===== config.mk =====
export PLATFORM = sky130hd
export DESIGN_NAME = adder_arbiter_flat
export DESIGN_NICKNAME = d
export VERILOG_FILES = /design/src/rtl/adder_arb_pkg.sv /design/src/rtl/adder_arbiter_if.sv /design/src/rtl/adder_arbiter_rr.sv /design/src/rtl/adder_arbiter.sv /design/src/flat_wrapper.sv
export SDC_FILE = /design/constraint.sdc
export NUM_CORES = 1
export LEC_CHECK = 0
export ABC_AREA = 1
export CAP_MARGIN = 25
export CORE_MARGIN = 2
export CORE_UTILIZATION = 44
export DETAILED_ROUTE_END_ITERATION = 16
export GPL_TIMING_DRIVEN = 0
export PLACE_DENSITY = 0.87
export REMOVE_ABC_BUFFERS = 1
export SETUP_SLACK_MARGIN = 0.3
export SLEW_MARGIN = 20
export SYNTH_ARGS = -nofsm -noshare
export SYNTH_HDL_FRONTEND = slang
export SYNTH_HIERARCHICAL = 1
export SYNTH_SLANG_ARGS = --single-unit
export TNS_END_PERCENT = 5

===== constraint.sdc =====
create_clock -name clk -period 2.1 [get_ports clk]
set_input_delay 0.42 -clock clk [delete_from_list [all_inputs] [get_ports clk]]
set_output_delay 0.42 -clock clk [all_outputs]
set_load 0.03 [all_outputs]

===== src/rtl/adder_arb_pkg.sv =====
// Shared types and defaults for the adder_arbiter block: FSM state encoding,
// default widths and the owner-id to one-hot helper.
package adder_arb_pkg;

    localparam int DEFAULT_DATA_W = 8;
    localparam int DEFAULT_CNT_W  = 16;

    typedef enum logic [1:0] {
        IDLE = 2'd0,
        CALC = 2'd1,
        RESP = 2'd2
    } state_e;

    function automatic logic [1:0] owner_onehot(input logic id);
        logic [1:0] oh;
        if (id) begin
            oh = 2'b10;
        end else begin
            oh = 2'b01;
        end
        return oh;
    endfunction

endpackage


===== src/rtl/adder_arbiter_if.sv =====
// Requester-side bundle of adder_arbiter: two request/response channels.
// master = requester side, slave = arbiter side.
interface adder_arbiter_if
    import adder_arb_pkg::*;
#(
    parameter int DATA_W = DEFAULT_DATA_W
) ();

    logic [1:0]        req_valid;
    logic [1:0]        req_ready;
    logic [DATA_W-1:0] req_a0;
    logic [DATA_W-1:0] req_b0;
    logic [DATA_W-1:0] req_a1;
    logic [DATA_W-1:0] req_b1;
    logic [1:0]        rsp_valid;
    logic [1:0]        rsp_ready;
    logic [DATA_W:0]   rsp_sum;

    modport master (
        output req_valid, req_a0, req_b0, req_a1, req_b1, rsp_ready,
        input  req_ready, rsp_valid, rsp_sum
    );

    modport slave (
        input  req_valid, req_a0, req_b0, req_a1, req_b1, rsp_ready,
        output req_ready, rsp_valid, rsp_sum
    );

endinterface


===== src/rtl/adder_arbiter_rr.sv =====
// Two-way round-robin grant: a lone request always wins, a tie goes to the
// requester named by ptr.
module rr_arbiter2 (
    input  logic [1:0] req,
    input  logic       ptr,
    output logic [1:0] gnt
);

    // One-hot grant selection
    always_comb begin
        gnt = 2'b00;
        case (req)
            2'b01:   gnt = 2'b01;
            2'b10:   gnt = 2'b10;
            2'b11: begin
                if (ptr) begin
                    gnt = 2'b10;
                end else begin
                    gnt = 2'b01;
                end
            end
            default: gnt = 2'b00;
        endcase
    end

endmodule


===== src/rtl/adder_arbiter.sv =====
// Shares one external adder between two requesters: IDLE grants, CALC captures
// the sum, RESP holds it until the owner accepts. Optional grant counters are
// enabled with ADDER_ARB_STATS_EN.
module adder_arbiter
    import adder_arb_pkg::*;
#(
    parameter int DATA_W = DEFAULT_DATA_W,
    parameter int CNT_W  = DEFAULT_CNT_W
) (
    input  logic              clk,
    input  logic              rst_n,
    adder_arbiter_if.slave    bus,
    output logic [DATA_W-1:0] add_a,
    output logic [DATA_W-1:0] add_b,
    input  logic [DATA_W:0]   add_s
`ifdef ADDER_ARB_STATS_EN
    ,
    output logic [CNT_W-1:0]  grant_cnt0,
    output logic [CNT_W-1:0]  grant_cnt1
`endif
);

    if ((DATA_W < 1) || (CNT_W < 1)) begin : g_param_check
        $error("adder_arbiter: DATA_W and CNT_W must be positive");
    end

    state_e            state_q, state_d;
    logic              ptr_q, ptr_d;
    logic              owner_q, owner_d;
    logic [DATA_W-1:0] add_a_q, add_a_d;
    logic [DATA_W-1:0] add_b_q, add_b_d;
    logic [DATA_W:0]   rsp_sum_q, rsp_sum_d;
    logic [1:0]        rsp_valid_q, rsp_valid_d;

    logic [1:0]        gnt_s;
    logic [1:0]        req_ready_s;
    logic              hs_s;
    logic              hs_id_s;

    rr_arbiter2 u_rr (
        .req (bus.req_valid),
        .ptr (ptr_q),
        .gnt (gnt_s)
    );

    // Accept strobe is live only in IDLE; rst_n gates it so reset forces it low
    always_comb begin
        if ((state_q == IDLE) && rst_n) begin
            req_ready_s = gnt_s;
        end else begin
            req_ready_s = 2'b00;
        end
        hs_s    = |(bus.req_valid & req_ready_s);
        hs_id_s = req_ready_s[1];
    end

    // Next-state and datapath sequencing
    always_comb begin
        state_d     = state_q;
        ptr_d       = ptr_q;
        owner_d     = owner_q;
        add_a_d     = add_a_q;
        add_b_d     = add_b_q;
        rsp_sum_d   = rsp_sum_q;
        rsp_valid_d = rsp_valid_q;
        case (state_q)
            IDLE: begin
                if (hs_s) begin
                    if (hs_id_s) begin
                        add_a_d = bus.req_a1;
                        add_b_d = bus.req_b1;
                    end else begin
                        add_a_d = bus.req_a0;
                        add_b_d = bus.req_b0;
                    end
                    owner_d = hs_id_s;
                    ptr_d   = ~hs_id_s;
                    state_d = CALC;
                end else begin
                    state_d = IDLE;
                end
            end
            CALC: begin
                rsp_sum_d   = add_s;
                rsp_valid_d = owner_onehot(owner_q);
                state_d     = RESP;
            end
            RESP: begin
                // Only the owner's accept counts; the other bit is ignored
                if (bus.rsp_ready[owner_q]) begin
                    rsp_valid_d = 2'b00;
                    state_d     = IDLE;
                end else begin
                    state_d = RESP;
                end
            end
            default: begin
                rsp_valid_d = 2'b00;
                state_d     = IDLE;
            end
        endcase
    end

    // State and output registers
    always_ff @(posedge clk or negedge rst_n) begin
        if (!rst_n) begin
            state_q     <= IDLE;
            ptr_q       <= 1'b0;
            owner_q     <= 1'b0;
            add_a_q     <= {DATA_W{1'b0}};
            add_b_q     <= {DATA_W{1'b0}};
            rsp_sum_q   <= {(DATA_W+1){1'b0}};
            rsp_valid_q <= 2'b00;
        end else begin
            state_q     <= state_d;
            ptr_q       <= ptr_d;
            owner_q     <= owner_d;
            add_a_q     <= add_a_d;
            add_b_q     <= add_b_d;
            rsp_sum_q   <= rsp_sum_d;
            rsp_valid_q <= rsp_valid_d;
        end
    end

`ifdef ADDER_ARB_STATS_EN
    localparam logic [CNT_W-1:0] CNT_ONE = CNT_W'(1'b1);
    localparam logic [CNT_W-1:0] CNT_MAX = {CNT_W{1'b1}};

    logic [CNT_W-1:0] grant_cnt0_q, grant_cnt0_d;
    logic [CNT_W-1:0] grant_cnt1_q, grant_cnt1_d;

    // Saturating per-requester grant counters
    always_comb begin
        grant_cnt0_d = grant_cnt0_q;
        grant_cnt1_d = grant_cnt1_q;
        if (hs_s && !hs_id_s && (grant_cnt0_q != CNT_MAX)) begin
            grant_cnt0_d = grant_cnt0_q + CNT_ONE;
        end else begin
            grant_cnt0_d = grant_cnt0_q;
        end
        if (hs_s && hs_id_s && (grant_cnt1_q != CNT_MAX)) begin
            grant_cnt1_d = grant_cnt1_q + CNT_ONE;
        end else begin
            grant_cnt1_d = grant_cnt1_q;
        end
    end

    // Counter registers
    always_ff @(posedge clk or negedge rst_n) begin
        if (!rst_n) begin
            grant_cnt0_q <= {CNT_W{1'b0}};
            grant_cnt1_q <= {CNT_W{1'b0}};
        end else begin
            grant_cnt0_q <= grant_cnt0_d;
            grant_cnt1_q <= grant_cnt1_d;
        end
    end

    assign grant_cnt0 = grant_cnt0_q;
    assign grant_cnt1 = grant_cnt1_q;
`endif

    assign add_a         = add_a_q;
    assign add_b         = add_b_q;
    assign bus.req_ready = req_ready_s;
    assign bus.rsp_valid = rsp_valid_q;
    assign bus.rsp_sum   = rsp_sum_q;

endmodule


===== src/flat_wrapper.sv =====
// flat-port wrapper written by rule: the top's interface ports become plain ports
module adder_arbiter_flat import adder_arb_pkg::*;
#(
    parameter int DATA_W = DEFAULT_DATA_W,
    parameter int CNT_W  = DEFAULT_CNT_W
)
  (clk, rst_n, add_a, add_b, add_s, bus_req_valid, bus_req_a0, bus_req_b0, bus_req_a1, bus_req_b1, bus_rsp_ready, bus_req_ready, bus_rsp_valid, bus_rsp_sum);
  adder_arbiter_if #(.DATA_W(DATA_W)) bus_i ();
  input  logic clk;
  input  logic rst_n;
  output logic [DATA_W-1:0] add_a;
  output logic [DATA_W-1:0] add_b;
  input  logic [DATA_W:0] add_s;
  input wire logic [$bits(bus_i.req_valid)-1:0] bus_req_valid;
  input wire logic [$bits(bus_i.req_a0)-1:0] bus_req_a0;
  input wire logic [$bits(bus_i.req_b0)-1:0] bus_req_b0;
  input wire logic [$bits(bus_i.req_a1)-1:0] bus_req_a1;
  input wire logic [$bits(bus_i.req_b1)-1:0] bus_req_b1;
  input wire logic [$bits(bus_i.rsp_ready)-1:0] bus_rsp_ready;
  output wire logic [$bits(bus_i.req_ready)-1:0] bus_req_ready;
  output wire logic [$bits(bus_i.rsp_valid)-1:0] bus_rsp_valid;
  output wire logic [$bits(bus_i.rsp_sum)-1:0] bus_rsp_sum;
  assign bus_i.req_valid = bus_req_valid;
  assign bus_i.req_a0 = bus_req_a0;
  assign bus_i.req_b0 = bus_req_b0;
  assign bus_i.req_a1 = bus_req_a1;
  assign bus_i.req_b1 = bus_req_b1;
  assign bus_i.rsp_ready = bus_rsp_ready;
  assign bus_req_ready = bus_i.req_ready;
  assign bus_rsp_valid = bus_i.rsp_valid;
  assign bus_rsp_sum = bus_i.rsp_sum;
  adder_arbiter #(.DATA_W(DATA_W), .CNT_W(CNT_W)) u_core (.clk(clk), .rst_n(rst_n), .bus(bus_i), .add_a(add_a), .add_b(add_b), .add_s(add_s));
endmodule

Yosys cells after proc, flatten, opt, wreduce, memory -nomap -nowiden --
Cells that the tools add are included.
Word-level totals: bits in registers 31, output and inout bits 29, word-level logic and storage cells 35
Operators by class: $lt $le $gt $ge 1, eq/ne operators 6, mux-type cells 13, bitwise operators 3, reductions and logical operators 5
Operators by type and width (count):
- $pmux 2 s3 | 3
- $mux 8 | 2
- $mux 2 | 5
- $eq 2x2->1 const B | 3
- $eq 2x1->1 const B | 2
- $reduce_and 2->1 | 2
- $mux 1 | 3
- $and 2x2->2 | 1
- $logic_not 2->1 | 1
- $lt 1x2->1 const B | 1
- $ne 2x1->1 const B | 1
- $not 1->1 | 2
- $reduce_or 2->1 | 1
- $logic_and 1x1->1 | 1

Longest topological paths before layout --
word-level depth 7, mapped depth 10, depth with buffers taken out 8

Hierarchy --
Netlist, hierarchy kept.
Modules (own cells, without submodules):
- adder_arbiter | times used 1, cells each 195, area each 1561.5 um^2
- rr_arbiter2 | times used 1, cells each 5, area each 20.0 um^2

Worst setup path before layout --
OpenSTA, ideal clock, no wires.
path type register to output, start point register u_core.state_q[0], end point output bus_req_ready[0], arrival time 1.200 ns, data required time 1.680 ns, setup slack 0.480 ns, cell stages (with the launch flop) 5, buffers on the path 2, cell sequence dfrtp_1 -> nor2_4 -> buf_6 -> buf_4 -> and3_1
On the way: longest elaborated chain between the ends 3
RTL lines:
- start, declared | RTL line adder_arbiter.sv:27 | state_e state_q, state_d;
- start signal, assigned | RTL line adder_arbiter.sv:115 | state_q <= state_d;
- $logic_not 2->1 | RTL line adder_arbiter.sv:48 | if ((state_q == IDLE) && rst_n) begin
- $logic_and 1x1->1 | RTL line adder_arbiter.sv:48
- $mux 2 | RTL line adder_arbiter.sv:48
- end, declared | RTL line flat_wrapper.sv:20 | output wire logic [$bits(bus_i.req_ready)-1:0] bus_req_ready;
No other way between the ends.

Final worst setup path --
start point register u_core.add_b_q[5] (netlist: u_core/add_b[5]), end point output add_b[5]
RTL lines:
- start, declared | RTL line adder_arbiter.sv:31 | logic [DATA_W-1:0] add_b_q, add_b_d;
- start signal, assigned | RTL line adder_arbiter.sv:111 | add_b_q <= {DATA_W{1'b0}};
- end, declared | RTL line flat_wrapper.sv:12 | output logic [DATA_W-1:0] add_b;
No word-level cell between the ends.

==> results.txt <==
Status: completed
Post-Route WL: 4.58 mm
Clock Path Buffers: 2
Final period util: 85.8%
CP max stage delay: 0.68 ns
Most common cell after layout, fill and taps aside: nand2_1
TritonCTS clock tree: yes
FP Rows: 21
Critical path class: flop to output port
Vias: 1615
CTS HTree Levels: 2
Iteration-0 DRC Markers: 76
Worst path bufs/invs: 1
Vias in the first global route: 1605
Synthesized area: 1580 um^2
Relative slew slack: 45.9%
Crit path max fanout: 2
Final setup violation count: 0
Share of cells above drive strength 1: 8.60%
Largest net degree at the start of global routing: 29
CP endpoint kind: output port
Core Area: 3390 um^2
Congestion Overflow GR: 0
Setup TNS: 0 ns
I/O pins: 76
Final Max Slew Viols: 0
YS warnings: 6
Cells after Synth: 200
MaxCap Viol Count: 0
FF-to-FF End: u_core/add_a[3]$_DFFE_PN0P_
Crit-path leading delay family: buffers and inverters
Worst-Margin Slew: 0.809 ns
Fmax: 555 MHz
Initial Utilization: 46.7%
Overall routing resource usage: 24.0%
Arr. time, crit path: 1.38 ns
WL met1: 1.95 mm
GP Congestion: 0.735
WHS: 0.111 ns
Buffers on Ports: 75
First-pass GRT wire length: 7.56 mm
DPL Wire Length: 3.11 mm
Most frequent cells in the layout: nand2_1, clkdlybuf4s50_1, dfrtp_1
Final Power: 3420 uW
Register area share after synthesis: 49.1%
Metal2 WL: 2.41 mm
Final nets: 325
WP data required: 1.68 ns
DP Worst Slack: -1.13 ns
Clk Latency, worst-skew pair: 0.32 ns
Synthesized flop and latch total: 31
Worst setup SP type: flop
Root Buffer: clkbuf_4
PD cells: 1390 nW/um^2
Post-Syn Area per Cell: 7.91 um^2
Clock buffer count from CTS: 5
Cell Chain, Critical Path: clkdlybuf4s50_1
Design area: 2460 um^2
Flop2flop setup slack: 0.43 ns
CP max stage cell: clkdlybuf4s50_1
Top sig layer: met4
Final hold vios: 0
Min Tclk post-route: 1.80 ns
Die Area: 4090 um^2
DR vias/cell: 4.97
Reg2reg path depth: 7
HP Class: input port to asynchronous set/reset pin
VDD IR-drop max: 0.000868 V
Clock-pin transition on the worst setup and hold timing paths: 0.09 ns
Final antenna-violating net count: 0
N_diodes: 0
DR pass1 iterations: 4
Residual DRC: 0
WL/cell: 14.1 um
Clock Sinks: 31
Worst Setup Slack, final: 0.298 ns
Die W: 64.0 um
Area Overhead vs Synth: 55.6%
Met3 WL post-DR: 152 um
Dpl cell area: 2320 um^2
Synth cell types: 16
RSZ-0062 raised after global routing: yes
Worst r2r src: u_core/ptr_q$_DFFE_PN0P_
Die H: 64.0 um
Pleak: 0.00123 uW
Initial antenna violation count: 0
Setup Skew: 0.00474 ns
==> layout make-up <==
cell class | instances | area, um^2
Clock buffer | 8 | 68.8
Multi-Input combinational cell | 152 | 726
Timing Repair Buffer | 82 | 811
Tap cell | 46 | 57.6
Fill cell | 271 | 928
Inverter | 6 | 22.5
Sequential cell | 31 | 776
==> through the flow <==
stage	utilization, %	std cells
CTS	72.5	325
finish	72.6	325
global route	72.6	325
global placement	68.0	309
floorplan	-	188
detailed placement	68.5	310
==> power breakdown <==
| group | switching, uW | internal [uW] |
|---|---|---|
| Sequential | 191 | 886 |
| Clock | 192 | 197 |
| Combinational | 1160 | 799 |
| Total | 1540 | 1880 |
==> kinds of logic (layout without fill, tap and decap cells) <==
family	count (synthesis)	count (layout)	synth area share, %
AO/OA/AOI/OAI	3	3	0.949
AND/OR/NAND/NOR	148	149	43.3
flip-flops	31	31	49.1
buffers and inverters	18	96	6.72
==> registers in the layout, summed over array words and instances (netlist names) <==
signal	count
u_core/add_a	8
u_core/bus.rsp_valid	2
u_core/ptr_q	1
u_core/add_b	8
u_core/owner_q	1
u_core/bus.rsp_sum	9
u_core/state_q	2
==> synth_stat cells <==
cell      number  share of area [%]
nand2_1      108                 26
dfrtp_1       31                 49
nand3_1       18                5.7
nand4_1       16                6.3
inv_1          5                1.2
buf_2          4                1.3
buf_6          4                2.8
a21oi_1        3               0.95
clkbuf_1       3               0.71
nand4_4        2                2.7
and3_1         1               0.40
buf_4          1               0.47
clkinv_1       1               0.24
nand2_4        1               0.71
nand3_4        1                1.1
nor2_4         1               0.71
==> layer usage <==
layer	global-route usage, %	vias up
met4	10.6	0
li1	-	803
met2	41.7	37
met5	0	-
met1	29.0	768
met3	4.23	7
==> what timing repair did <==
action,in CTS,in global routing
pin swaps,2,0
resized for setup,19,1
hold buffers,1,0
hold endpoints to repair,17,0
setup endpoints to repair,28,34
buffers inserted,5,0
gates cloned,1,0
==> how the worst max path moves through the flow <==
stage	start	end	slack [ns]	cells after the start
2_1_floorplan	bus_req_valid[0]	bus_req_ready[1]	0.32	5
3_3_place_gp	rst_n	bus_req_ready[1]	-2.07	4
3_5_place_dp	bus_req_valid[1]	bus_req_ready[1]	-1.13	6
4_1_cts	u_core/add_b[5]$_DFFE_PN0P_	add_b[5]	0.28	1
5_1_grt	u_core/add_b[5]$_DFFE_PN0P_	add_b[5]	0.25	1
6_report	u_core/add_b[5]$_DFFE_PN0P_	add_b[5]	0.30	1
Power figures use the tool's default switching activity.
